==> config.mk <==
export PLATFORM = sky130hd
export DESIGN_NAME = regbus_serial_master
export DESIGN_NICKNAME = d
export VERILOG_FILES = /design/src/rtl/regbus_serial_master.sv
export SDC_FILE = /design/constraint.sdc
export NUM_CORES = 1
export LEC_CHECK = 0
export BUFFER_PORTS_ARGS = -buffer_cell sky130_fd_sc_hd__buf_2
export CAP_MARGIN = 20
export CORE_UTILIZATION = 50
export DETAILED_ROUTE_END_ITERATION = 8
export GPL_TIMING_DRIVEN = 0
export MAX_ROUTING_LAYER = met4
export PLACE_DENSITY = 0.76
export SYNTH_ARGS = -nofsm -noshare
export SYNTH_HDL_FRONTEND = slang
export SYNTH_SLANG_ARGS = --single-unit
==> constraint.sdc <==
create_clock -name i_clk -period 3.1 [get_ports i_clk]
set_input_delay 0.31 -clock i_clk [delete_from_list [all_inputs] [get_ports i_clk]]
set_output_delay 0.31 -clock i_clk [all_outputs]
set_load 0.01 [all_outputs]
==> src/rtl/regbus_serial_master.sv <==
// Byte-stream initiator for the 3-bit-address / 32-bit register bus.
// Command bytes arrive on rx; write acks and read data return on tx.
module regbus_serial_master #(
    parameter int unsigned RD_LATENCY = 1,
    parameter logic [7:0]  ACK_BYTE   = 8'hA5,
    parameter logic [7:0]  ERR_BYTE   = 8'hEE
) (
    input  logic        i_clk,
    input  logic        i_rstb,
    input  logic [7:0]  i_rx_data,
    input  logic        i_rx_valid,
    output logic        o_rx_ready,
    output logic [7:0]  o_tx_data,
    output logic        o_tx_valid,
    input  logic        i_tx_ready,
    output logic [2:0]  o_addr,
    output logic [31:0] o_wdata,
    output logic        o_wr_en,
    input  logic [31:0] i_rdata,
    output logic        o_busy
);

    typedef enum logic [2:0] {
        S_IDLE,
        S_WDATA,
        S_WRITE,
        S_WACK,
        S_RWAIT,
        S_RSEND,
        S_ERR
    } state_t;

    localparam logic [3:0] LAT_INIT = 4'(RD_LATENCY);

    state_t      state_q, state_d;
    logic [2:0]  addr_q, addr_d;
    logic [31:0] wdata_q, wdata_d;
    logic [31:0] rshift_q, rshift_d;
    logic [1:0]  byte_cnt_q, byte_cnt_d;
    logic [3:0]  lat_q, lat_d;
    logic        tx_valid_q, tx_valid_d;
    logic [7:0]  tx_data_q, tx_data_d;

    logic rx_fire;
    logic tx_fire;

    assign o_rx_ready = (state_q == S_IDLE) || (state_q == S_WDATA);
    assign rx_fire    = i_rx_valid && o_rx_ready;
    assign tx_fire    = tx_valid_q && i_tx_ready;

    always_ff @(posedge i_clk or negedge i_rstb) begin
        if (!i_rstb) begin
            state_q    <= S_IDLE;
            addr_q     <= '0;
            wdata_q    <= '0;
            rshift_q   <= '0;
            byte_cnt_q <= '0;
            lat_q      <= '0;
            tx_valid_q <= 1'b0;
            tx_data_q  <= '0;
        end else begin
            state_q    <= state_d;
            addr_q     <= addr_d;
            wdata_q    <= wdata_d;
            rshift_q   <= rshift_d;
            byte_cnt_q <= byte_cnt_d;
            lat_q      <= lat_d;
            tx_valid_q <= tx_valid_d;
            tx_data_q  <= tx_data_d;
        end
    end

    always_comb begin
        state_d    = state_q;
        addr_d     = addr_q;
        wdata_d    = wdata_q;
        rshift_d   = rshift_q;
        byte_cnt_d = byte_cnt_q;
        lat_d      = lat_q;
        tx_valid_d = tx_valid_q;
        tx_data_d  = tx_data_q;

        unique case (state_q)
            S_IDLE: begin
                if (rx_fire) begin
                    if (i_rx_data[6:3] != 4'd0) begin
                        state_d    = S_ERR;
                        tx_valid_d = 1'b1;
                        tx_data_d  = ERR_BYTE;
                    end else if (i_rx_data[7]) begin
                        addr_d     = i_rx_data[2:0];
                        byte_cnt_d = '0;
                        state_d    = S_WDATA;
                    end else begin
                        addr_d  = i_rx_data[2:0];
                        lat_d   = LAT_INIT;
                        state_d = S_RWAIT;
                    end
                end
            end
            S_WDATA: begin
                // Shift right so the first (least significant) byte ends in [7:0].
                if (rx_fire) begin
                    wdata_d    = {i_rx_data, wdata_q[31:8]};
                    byte_cnt_d = byte_cnt_q + 2'd1;
                    if (byte_cnt_q == 2'd3) begin
                        state_d = S_WRITE;
                    end
                end
            end
            S_WRITE: begin
                state_d    = S_WACK;
                tx_valid_d = 1'b1;
                tx_data_d  = ACK_BYTE;
            end
            S_WACK, S_ERR: begin
                if (tx_fire) begin
                    tx_valid_d = 1'b0;
                    state_d    = S_IDLE;
                end
            end
            S_RWAIT: begin
                // lat_q == 1 means the counter reaches zero on this edge.
                if (lat_q <= 4'd1) begin
                    lat_d      = '0;
                    rshift_d   = i_rdata;
                    tx_valid_d = 1'b1;
                    tx_data_d  = i_rdata[7:0];
                    byte_cnt_d = '0;
                    state_d    = S_RSEND;
                end else begin
                    lat_d = lat_q - 4'd1;
                end
            end
            S_RSEND: begin
                if (tx_fire) begin
                    byte_cnt_d = byte_cnt_q + 2'd1;
                    if (byte_cnt_q == 2'd3) begin
                        tx_valid_d = 1'b0;
                        state_d    = S_IDLE;
                    end else begin
                        rshift_d  = {8'd0, rshift_q[31:8]};
                        tx_data_d = rshift_q[15:8];
                    end
                end
            end
            default: begin
                state_d = S_IDLE;
            end
        endcase
    end

    assign o_addr     = addr_q;
    assign o_wdata    = wdata_q;
    assign o_wr_en    = (state_q == S_WRITE);
    assign o_tx_valid = tx_valid_q;
    assign o_tx_data  = tx_data_q;
    assign o_busy     = (state_q != S_IDLE);

endmodule

Word level (Yosys, flattened, before mapping)
Index checks and enable logic that the tools add are counted.

Add/sub/neg operators: 2. Multiply operators: 0. Div/mod/pow operators: 0. $lt $le $gt $ge: 1. Eq/ne operators: 19. Shift operators: 0. Muxes and demuxes: 39. Bitwise operators: 1. Reduce and logical (&&, ||, !) cells: 20.

Operators with widths (number): two-way mux 32 bit (3); case mux 32 bit (2 select lines) (1); two-way mux 8 bit (5); case mux 8 bit (4 select lines) (1); two-way mux 3 bit (9); AND reduction 7 bit (3); inequality test 2 bit (second input constant) (10); case mux 3 bit (6 select lines) (1); two-way mux 4 bit (4); two-way mux 2 bit (6); nonzero test 4 bit (3); equality test 3 bit (second input constant) (3); case mux 2 bit (4 select lines) (1); case mux 4 bit (2 select lines) (1); AND reduction 4 bit (2); equality test 3 x 2 -> 1 bit (second input constant) (2); two-way mux 1 bit (6); AND reduction 6 bit (1); case mux 1 bit (5 select lines) (1); nonzero test 5 bit (1); less-or-equal comparator 4 x 1 -> 1 bit (second input constant) (1); inequality test 2 x 1 -> 1 bit (second input constant) (2); nonzero test 2 bit (2); subtractor 4 x 1 -> 4 bit (second input constant) (1); 11 further kinds (12).

Register bits: 85. Latch bits: 0. Memory bits (writable): 0. ROM bits: 0. Input port bits: 44. Output and inout bits: 47. Memories: 0.

Longest topological paths before layout
Gate-level depths: netlist of the first run.

Depth after elaboration: 5. Depth in mapped cells: 8. Gate-level depth less buffers: 7.

Worst setup path before layout of the first run
Ideal clock, no wire load.

Path type: flip-flop to flip-flop. From: reg lat_q[0]. To: reg tx_data_q[1] (netlist: o_tx_data[1]). Arrival: 1701 ps. Path slack: 1274 ps. Stages on the path, launching flop included: 8. Buffers on the path: 0. Clock period less this slack: 1826 ps. Cell sequence: dfrtp_1 > inv_1 > ha_1 > nor2_1 > o21a_1 > a21o_1 > a21oi_4 > mux2_2.

Longest elaborated chain between the ends: 3.

Ends and longest elaborated chain: start: declaration (RTL line 40) `logic [3:0] lat_q, lat_d;`; start signal: assignment (RTL line 67) `lat_q <= lat_d;`; less-or-equal comparator 4 x 1 -> 1 bit (RTL line 124) `if (lat_q <= 4'd1) begin`; inequality test 2 bit (no line); AND reduction 6 bit (no line); end signal: assignment (RTL line 69) `tx_data_q <= tx_data_d;`; end: declaration (RTL line 42) `logic [7:0] tx_data_q, tx_data_d;`.

Every way passes these cells. A chain may end at the register's enable or synchronous reset.

Final worst setup path of the first run
From: reg state_q[0]. To: out o_wr_en.

Longest elaborated chain between the ends: 1.

Ends and longest elaborated chain: start: declaration (RTL line 35) `state_t state_q, state_d;`; start signal: assignment (RTL line 62) `state_q <= state_d;`; equality test 3 x 2 -> 1 bit (RTL line 155) `assign o_wr_en = (state_q == S_WRITE);`; end: declaration (RTL line 18) `output logic o_wr_en,`.

Every way passes these cells.

==> results of run 1 <==
==> power groups by stage <==
| stage | Sequential (µW) | Combinational [µW] | Clock, µW |
|---|---|---|---|
| 2_1_floorplan | 1840 | 1550 | 0 |
| 3_3_place_gp | 1740 | 2280 | 0 |
| 3_5_place_dp | 1770 | 2350 | 0 |
| 4_1_cts | 1750 | 2360 | 831 |
| 5_1_grt | 1810 | 2580 | 867 |
| 6_report | 1750 | 2350 | 820 |
==> registers in the layout, summed over array words and instances (netlist names) <==
name,flops
rshift_q,24
o_addr,3
lat_q,4
o_tx_valid,1
o_tx_data,8
byte_cnt_q,2
state_q,3
o_wdata,32
==> per-layer routing <==
layer  share of wire (%)  GRT usage [%]  up-vias
met1                  44           30.2     1280
met3                 4.9           4.04       13
met5                   0              -        -
met4                 2.1           11.2        0
li1                    -              -     1267
met2                  49           34.9       81
==> Yosys cell counts, drive strengths merged, types with 2 or more instances <==
library cell	n	area (µm²)
and3	2	12.5
clkbuf	7	26.3
or2	2	15.0
dfrtp	77	1930
nand2	32	128
a31oi	2	12.5
o31a	2	18.8
o211ai	4	30.0
o22ai	3	18.8
nand3	8	40.0
nor3	4	20.0
o21ai	21	105
a21oi	9	56.3
mux2	40	450
a311oi	2	17.5
a22o	9	78.8
inv	10	37.5
buf	9	47.6
mux2i	25	250
or3	2	12.5
nor2	7	26.3
ha	3	37.5
==> layout make-up <==
class,count,area (µm²)
Buffer,16,73.8
Clock buffer,9,124
Clock inverter,6,86.3
Fill cell,557,2470
Inverter,10,37.5
Multi-Input combinational cell,192,1460
Sequential cell,77,1930
Tap cell,96,120
Timing Repair Buffer,92,490
==> worst max-delay path: stages (launching register included) <==
cell and delay (ns):
dfrtp_1 0.37, buf_2 0.17, buf_2 0.22, nor3_1 0.49, buf_2 0.25
==> kinds of logic (layout without fill, tap and decap cells) <==
| kind of cell | after synthesis | in the layout | synth area share (%) |
|---|---|---|---|
| mux | 65 | 65 | 20.0 |
| buf+inv | 26 | 133 | 3.18 |
| compound gates | 62 | 62 | 12.0 |
| flops | 77 | 77 | 55.0 |
| fa+ha+maj | 3 | 3 | 1.07 |
| xor+xnor | 1 | 1 | 0.250 |
| simple gates | 61 | 61 | 8.47 |
==> per-stage QoR <==
stage / total power [µW] / instance area (µm²) / hold WS (ns) / cells
3_3_place_gp: 4020 / 4070 / 0.460 / 481
5_1_grt: 5260 / 4320 / 0.166 / 498
4_1_cts: 4940 / 4320 / 0.164 / 498
2_1_floorplan: 3400 / 3500 / 0.0144 / 295
6_report: 4920 / 4320 / 0.169 / 498
3_5_place_dp: 4120 / 4100 / 0.241 / 482
==> worst paths after layout <==
kind,endpoint,slack [ns]
max in group asynchronous,rshift_q[15],2.14
max reg2reg,rshift_q[25],1.04
min in group asynchronous,o_wdata[7],0.39
max,o_wr_en,0.94
min reg2reg,byte_cnt_q[0],0.48
min,rshift_q[24],0.17
==> metrics, run 1 <==
Hold Crit Class in -> reg; grt ovf 0; Pins Over Slew Limit 0; die area ~7300 µm²; largest net degree at the start of global routing 55; NumNets Final 445; fin crit share between 60% and 70%; Post-Syn Instances ~300; flops & latches, synth 77; P&R area growth vs syn 23.4%; Lkg Pwr 0.00217 µW; Switching Power around 1900 µW; Cell Rows 30; WL/cell 15.4 µm; Clock Path Buffers 2; total CTS buffers 9; sequential area share after synthesis between 50% and 60%; Fmax 462 MHz; Worst Path Arrival 1.85 ns; antenna-violating nets left 0; CP required roughly 2.8 ns; core area 6790 µm²; Internal 3010 µW; Sequential Power Share around 36%; most common cell after layout, fill and taps aside buf_2; chip height 85.7 µm; die span in x roughly 86 µm; port bufs 90; pre-CTS WS 1.06 ns; via count 2641; Skew-Pair Late Insertion Delay 0.35 ns; outcome finished clean; Max FO, Critical Path 10; Fin Clk Skew 0.0134 ns; vias per cell about 5.3; post-synthesis cell type count 44; Gate power share roughly 48%; final wirelength 7660 µm; setup bufs post-CTS 0; pin slew with the least headroom to its limit 0.574 ns; Final HPWL DP about 5600 µm; DR iter-0 viols approximately 120; Initial Util 51.5%; Final Wtd Congestion 0.872; H-tree depth 3; Net Count, Synth about 340; worst hold start i_rdata[24]; Clk network pwr share 16.7%; gr usage total 23.0%; Worst Hold Path Cells 2; Clock Sinks 77; clock period minus worst slack 2.16 ns; CP Capture Type primary output; Syn Std Cell Area 3500 µm²; switching share of total power 38.9%; Clock Root Buffer clkbuf_8; final worst slack 0.937 ns; r2r startpoint state_q[0]; initial antenna violation count 0; Clock Pin Slew Worst Setup and Hold Paths 0.08 ns; total negative setup slack 0 ns; Worst setup SP type flop; Synth Warn # 0; CTS tree built; CP Launch Point state_q[0]; Post-synth ARST share 100%; n_diodes 0; Rel. slew slack 61.4%; share of cells above drive strength 1 40.3%; Peak VDD IR 0.000648 V; Final Setup Violations 0; Worst R2R Path Depth 5; Synth Flop Type dfrtp_1; Max Cap Viol 0; cts repair resizes 0; Pwr Density between 1000 and 1500 nW/µm²; RSZ-0062 raised after global routing false; Post-synth EDFFs 0; # IOs about 90; vias in the first global route 2610; first drt pass iteration count 5; most frequent cells in the layout buf_2, dfrtp_1, mux2_2, nand2_1, mux2i_1; DRC 0; CP Class reg -> out; first-pass GRT wire length between 10000 and 15000 µm; Hold Buf Count CTS 1; final core occ 63.6%; Hold Vio Cnt, Final 0; Avg Cell Area, Syn 11.9 µm²
(Power assumes the default switching activity.)
==> run 2: changes to the inputs <==
Clock period 3.1 ns to 2.02 ns, I/O delays scaled along.
==> run 2 against run 1 <==
Die area unchanged. Final cell count increased by 0.60%. Via count increased by 0.80%. Core utilization increased by 0.59 points. Wire length fell by 0.12%. Non-clock buffer count is 3 higher. Sequential power increased by 54%. Count of clock-buffer cells in the layout unchanged. Clock power up 54%. Flip-flop and latch count stayed put. Clock skew shrank 0.00057 ns. Setup slack worse by 0.83 ns. Highest routed layer unchanged.
==> metrics, run 2 (synthesized netlist as in run 1, its figures left out) <==
gr usage total 23.0%; port bufs 90; Hold Crit Class in -> reg; worst hold start i_rdata[24]; Final Setup Violations 0; H-tree depth 3; Fillers between 500 and 600; most frequent cells in the layout buf_2, dfrtp_1, mux2_2, nand2_1, mux2i_1; initial antenna violation count 0; Lkg Pwr between 0.002 and 0.0025 µW; # IOs 91; pin slew with the least headroom to its limit 0.487 ns; Rel. slew slack approximately 67%; Worst Path Arrival 2.15 ns; Pins Over Slew Limit 0; final core occ 64.2%; die span in x about 86 µm; Clock Sinks 77; r2r startpoint lat_q[0]; Final Wtd Congestion 0.872; CP Launch Point lat_q[0]; via count about 2700; RSZ-0062 raised after global routing false; Pwr Density 1760 nW/µm²; die area 7340 µm²; Multi-input gate area roughly 1500 µm²; Worst setup SP type flop; crit path cell chain inv_1 > ha_1 > nor2_1 > o21a_1 > a21o_1 > a21oi_4 > mux2_2; Max FO, Critical Path 7; CP required 2.25 ns; max incr delay on CP 0.40 ns; Hold Vio Cnt, Final 0; Final HPWL DP 5580 µm; Skew-Pair Late Insertion Delay 0.36 ns; Clock Pin Slew Worst Setup and Hold Paths 0.08 ns; Clock Path Buffers 2; outcome finished clean; Peak VDD IR approximately 0.0010 V; number of flip-flops in the largest register 32; CP Class reg -> reg; clock period minus worst slack 1.91 ns; register area 1930 µm²; vias per cell 5.31; CTS tree built; first drt pass iteration count 4; P&R area growth vs syn 24.6%; hold_ws 0.0612 ns; vias in the first global route 2616; grt ovf 0; fin crit share 94.7%; WL/cell 15.3 µm; first-pass GRT wire length 12600 µm; Clock Root Buffer clkbuf_8; final wirelength 7650 µm; Fmax about 520 MHz; Cell Rows 30; CP Capture Type flop; total CTS buffers 9; Fin Clk Skew 0.0128 ns; core area 6790 µm²; antenna-violating nets left 0; largest net degree at the start of global routing 55; chip height 85.7 µm; n_diodes 0; Max Cap Viol 0; Initial Util 51.5%; total negative setup slack 0 ns; DR iter-0 viols around 150; NumNets Final 448; most common cell after layout, fill and taps aside buf_2; share of cells above drive strength 1 between 40 and 50%; Slowest-stage cell, CP dfrtp_1; DRC 0
run 2: changes by cell type in the layout (fill, tap and decap cells not counted), sizes merged:
cell	previous run	this run
buf	100	103
run 2: cell type report:
type	count	share of cell area [%]
multi-input cells	192	33.9
inverters	10	0.861
clock buffers	9	2.84
repair buffers	95	11.8
flip-flops and latches	77	44.2
plain buffers	16	1.75
well taps	96	2.75
clock inverters	6	1.98
run 2: per-stage QoR:
step                power, µW  worst slack (ns)  instances  area [µm²]
floorplan                5210             0.194        295        3500
CTS                      7600            0.0183        498        4330
global route             8220           0.00785        501        4360
detailed placement       6320           -0.0183        482        4100
finish                   7690             0.107        501        4360
global placement         6160           -0.0179        481        4070
run 2: final timing paths:
| kind | depth (start not counted) | slack, ns | end |
|---|---|---|---|
| worst max-delay path | 7 | 0.11 | o_tx_data[3] |
| max in group asynchronous | 3 | 1.17 | rshift_q[10] |
| worst min register to register | 1 | 0.48 | byte_cnt_q[0] |
| min in group asynchronous | 2 | 0.28 | o_wdata[7] |
| worst min-delay path | 2 | 0.06 | rshift_q[24] |
| worst max register to register | 7 | 0.11 | o_tx_data[3] |
run 2: power breakdown:
part | leakage (µW) | switching, µW | internal (µW)
registers | 0.000962 | 425 | 2260
logic | 0.00113 | 1980 | 1760
clock network | 0.000105 | 572 | 688
run 2: repair_timing:
item / CTS / global route
setup buffers: 0 / 3
pin swaps: 0 / 1
hold buffers: 1 / 0
hold endpoints to repair: 23 / 0
endpoints found under the setup margin: 9 / 16
resized for setup: 2 / 6
run 2: worst max-delay path: cells and delay by family, from the launching register on:
| family | cells | cell delay, ns |
|---|---|---|
| compound gates | 3 | 0.65 |
| fa+ha+maj | 1 | 0.19 |
| buf+inv | 1 | 0.10 |
| flops | 1 | 0.40 |
| mux | 1 | 0.36 |
| simple gates | 1 | 0.08 |
run 2: metal layers:
layer | routed length, µm | track usage, % | up-vias | share of wire, %
met5 | 0 | - | - | 0
met4 | 175 | 11.2 | 0 | 2.3
met3 | 342 | 4.04 | 16 | 4.5
met2 | 3720 | 34.9 | 70 | 49
met1 | 3410 | 30.2 | 1300 | 45
li1 | - | - | 1276 | -
==> run 3: changes to the inputs <==
Settings changed: MAX_ROUTING_LAYER met4 to not set.
Clock period 2.02 ns to 1.9 ns, I/O delays scaled along.
==> run 3 against run 2 <==
Register-to-register slack worse by 0.07 ns. Global-route usage is 1.2 points lower. Hold slack worse by 0.0068 ns. Sequential power is 6% higher. Clock skew hardly changed. Maximum frequency is 2.7% higher. Sequential share of layout area is 0.45 points lower. First-iteration DRC count is 39% lower. Clock power is 13% lower. Cell area is 1.0% higher. Combinational power is 14% higher.
==> metrics, run 3 (synthesized netlist as in run 1, its figures left out) <==
DR iter-0 viols 88; Cell Rows 30; final wirelength 7770 µm; CP Capture Type flop; WL/cell 15.4 µm; Fin Clk Skew 0.0123 ns; # IOs between 90 and 100; crit path cell chain buf_2 > inv_2 > and4_1 > clkbuf_1 > buf_2 > mux2_2; H-tree depth 3; Clock Sinks 77; max incr delay on CP 0.37 ns; Clock Path Buffers 2; Fmax 537 MHz; n_diodes 0; Worst R2R Path Depth 6; Final Setup Violations 0; most frequent cells in the layout buf_2, dfrtp_1, mux2_2, nand2_1, mux2i_1; WHS Endpoint rshift_q[30]; first drt pass iteration count 4; Pwr Density 1860 nW/µm²; fin crit share 98.0%; DRC 0; vias per cell 5.37; clock period minus worst slack ~1.9 ns; hold_ws about 0.054 ns; Clock Pin Slew Worst Setup and Hold Paths around 0.08 ns; Hold Crit Class in -> reg; Final HPWL DP 5530 µm; Max FO, Critical Path 10; gr usage total a little over a fifth; via count roughly 2700; initial antenna violation count 0; most frequent CP cell buf_2; reg2reg setup slack 0.04 ns; outcome finished clean; NumNets Final 452; Hold Vio Cnt, Final 0; Area after DPL 4100 µm²; die span in x 85.7 µm; Peak VDD IR 0.000879 V; CP required 2.13 ns; P&R area growth vs syn 25.9%; total CTS buffers 9; vias in the first global route 2607; Skew-Pair Late Insertion Delay 0.35 ns; grt ovf 0; Worst setup SP type flop; Initial Util 51.5%; CTS tree built; antenna-violating nets left 0; Lkg Pwr about 0.0022 µW; post-route cell area 4410 µm²; Rel. slew slack 64.0%; pin slew with the least headroom to its limit 0.536 ns; Slowest-stage cell, CP dfrtp_1; share of cells above drive strength 1 44.0%; die area 7340 µm²; RSZ-0062 raised after global routing true; core area 6790 µm²; CP Class reg -> reg; Pins Over Slew Limit 0; largest net degree at the start of global routing 60; most common cell after layout, fill and taps aside buf_2; final worst slack 0.0380 ns; port bufs 90; Worst Hold Path Cells 2; end of the worst register-to-register path o_wdata[22]; Max Cap Viol 0; worst hold start i_rdata[30]; Fillers 563; chip height 85.7 µm; r2r startpoint state_q[2]; number of flip-flops in the largest register 32; pre-CTS WS -0.172 ns; Clock Root Buffer clkbuf_8; Final Wtd Congestion 0.871; first-pass GRT wire length roughly 12000 µm; Worst Path Arrival 2.09 ns
[run 3: cell types whose count changed in the layout (fill, tap and decap cells not counted), sizes merged]
cell | previous run | this run
buf | 103 | 107
clkbuf | 16 | 19
bufinv | 2 | 0
clkinv | 2 | 1
[run 3: metal layers]
metal,wire length [µm],GRT usage (%)
met5,0,0
met4,127,10.0
met3,419,5.68
met2,3850,34.5
met1,3370,28.4
[run 3: worst max-delay path, delay by kind of cell (launching register included)]
kind          cells  cell delay (ns)
mux               1             0.37
buf+inv           4             0.80
flops             1             0.37
simple gates      1             0.21
[run 3: timing repair]
item                                   4_1_cts  5_1_grt
pin swaps                                    1        3
buffers inserted                             2        5
hold buffers                                 1        0
endpoints found under the hold margin       18        0
resized for setup                            4       22
setup endpoints to repair                   14       66
[run 3: worst max path at each step]
stage	startpoint	end	slack, ns	depth (start not counted)
floorplan	lat_q[0]	o_tx_data[1]	0.07	7
global placement	state_q[0]	rshift_q[25]	-0.14	5
detailed placement	state_q[0]	rshift_q[27]	-0.17	5
CTS	lat_q[0]	o_tx_data[4]	0.006	7
global route	state_q[2]	rshift_q[27]	-0.06	5
finish	state_q[2]	o_wdata[22]	0.04	6
[run 3: stage by stage]
step / cells / util [%] / power (µW) / TNS, ns
global route: 505 / 64.9 / 8780 / -1.25
finish: 505 / 64.9 / 8200 / 0
global placement: 481 / 59.9 / 6550 / -1.30
floorplan: 295 / - / 5540 / 0
CTS: 500 / 63.4 / 7900 / 0
detailed placement: 482 / 60.4 / 6720 / -1.69
[run 3: power by group]
group / internal, µW / total [µW] / switching (µW) / leakage (µW)
combinational: 2050 / 4250 / 2200 / 0.00116
clock: 507 / 1090 / 585 / 0.0000828
sequential: 2410 / 2850 / 447 / 0.000962
[run 3: layout make-up]
class | instances | area (µm²) | area share [%]
clock inverters | 3 | 21.3 | 0.483
multi-input cells | 192 | 1530 | 34.7
well taps | 96 | 120 | 2.73
inverters | 10 | 37.5 | 0.852
plain buffers | 16 | 80.1 | 1.82
repair buffers | 99 | 547 | 12.4
clock buffers | 12 | 145 | 3.29
flip-flops and latches | 77 | 1930 | 43.7
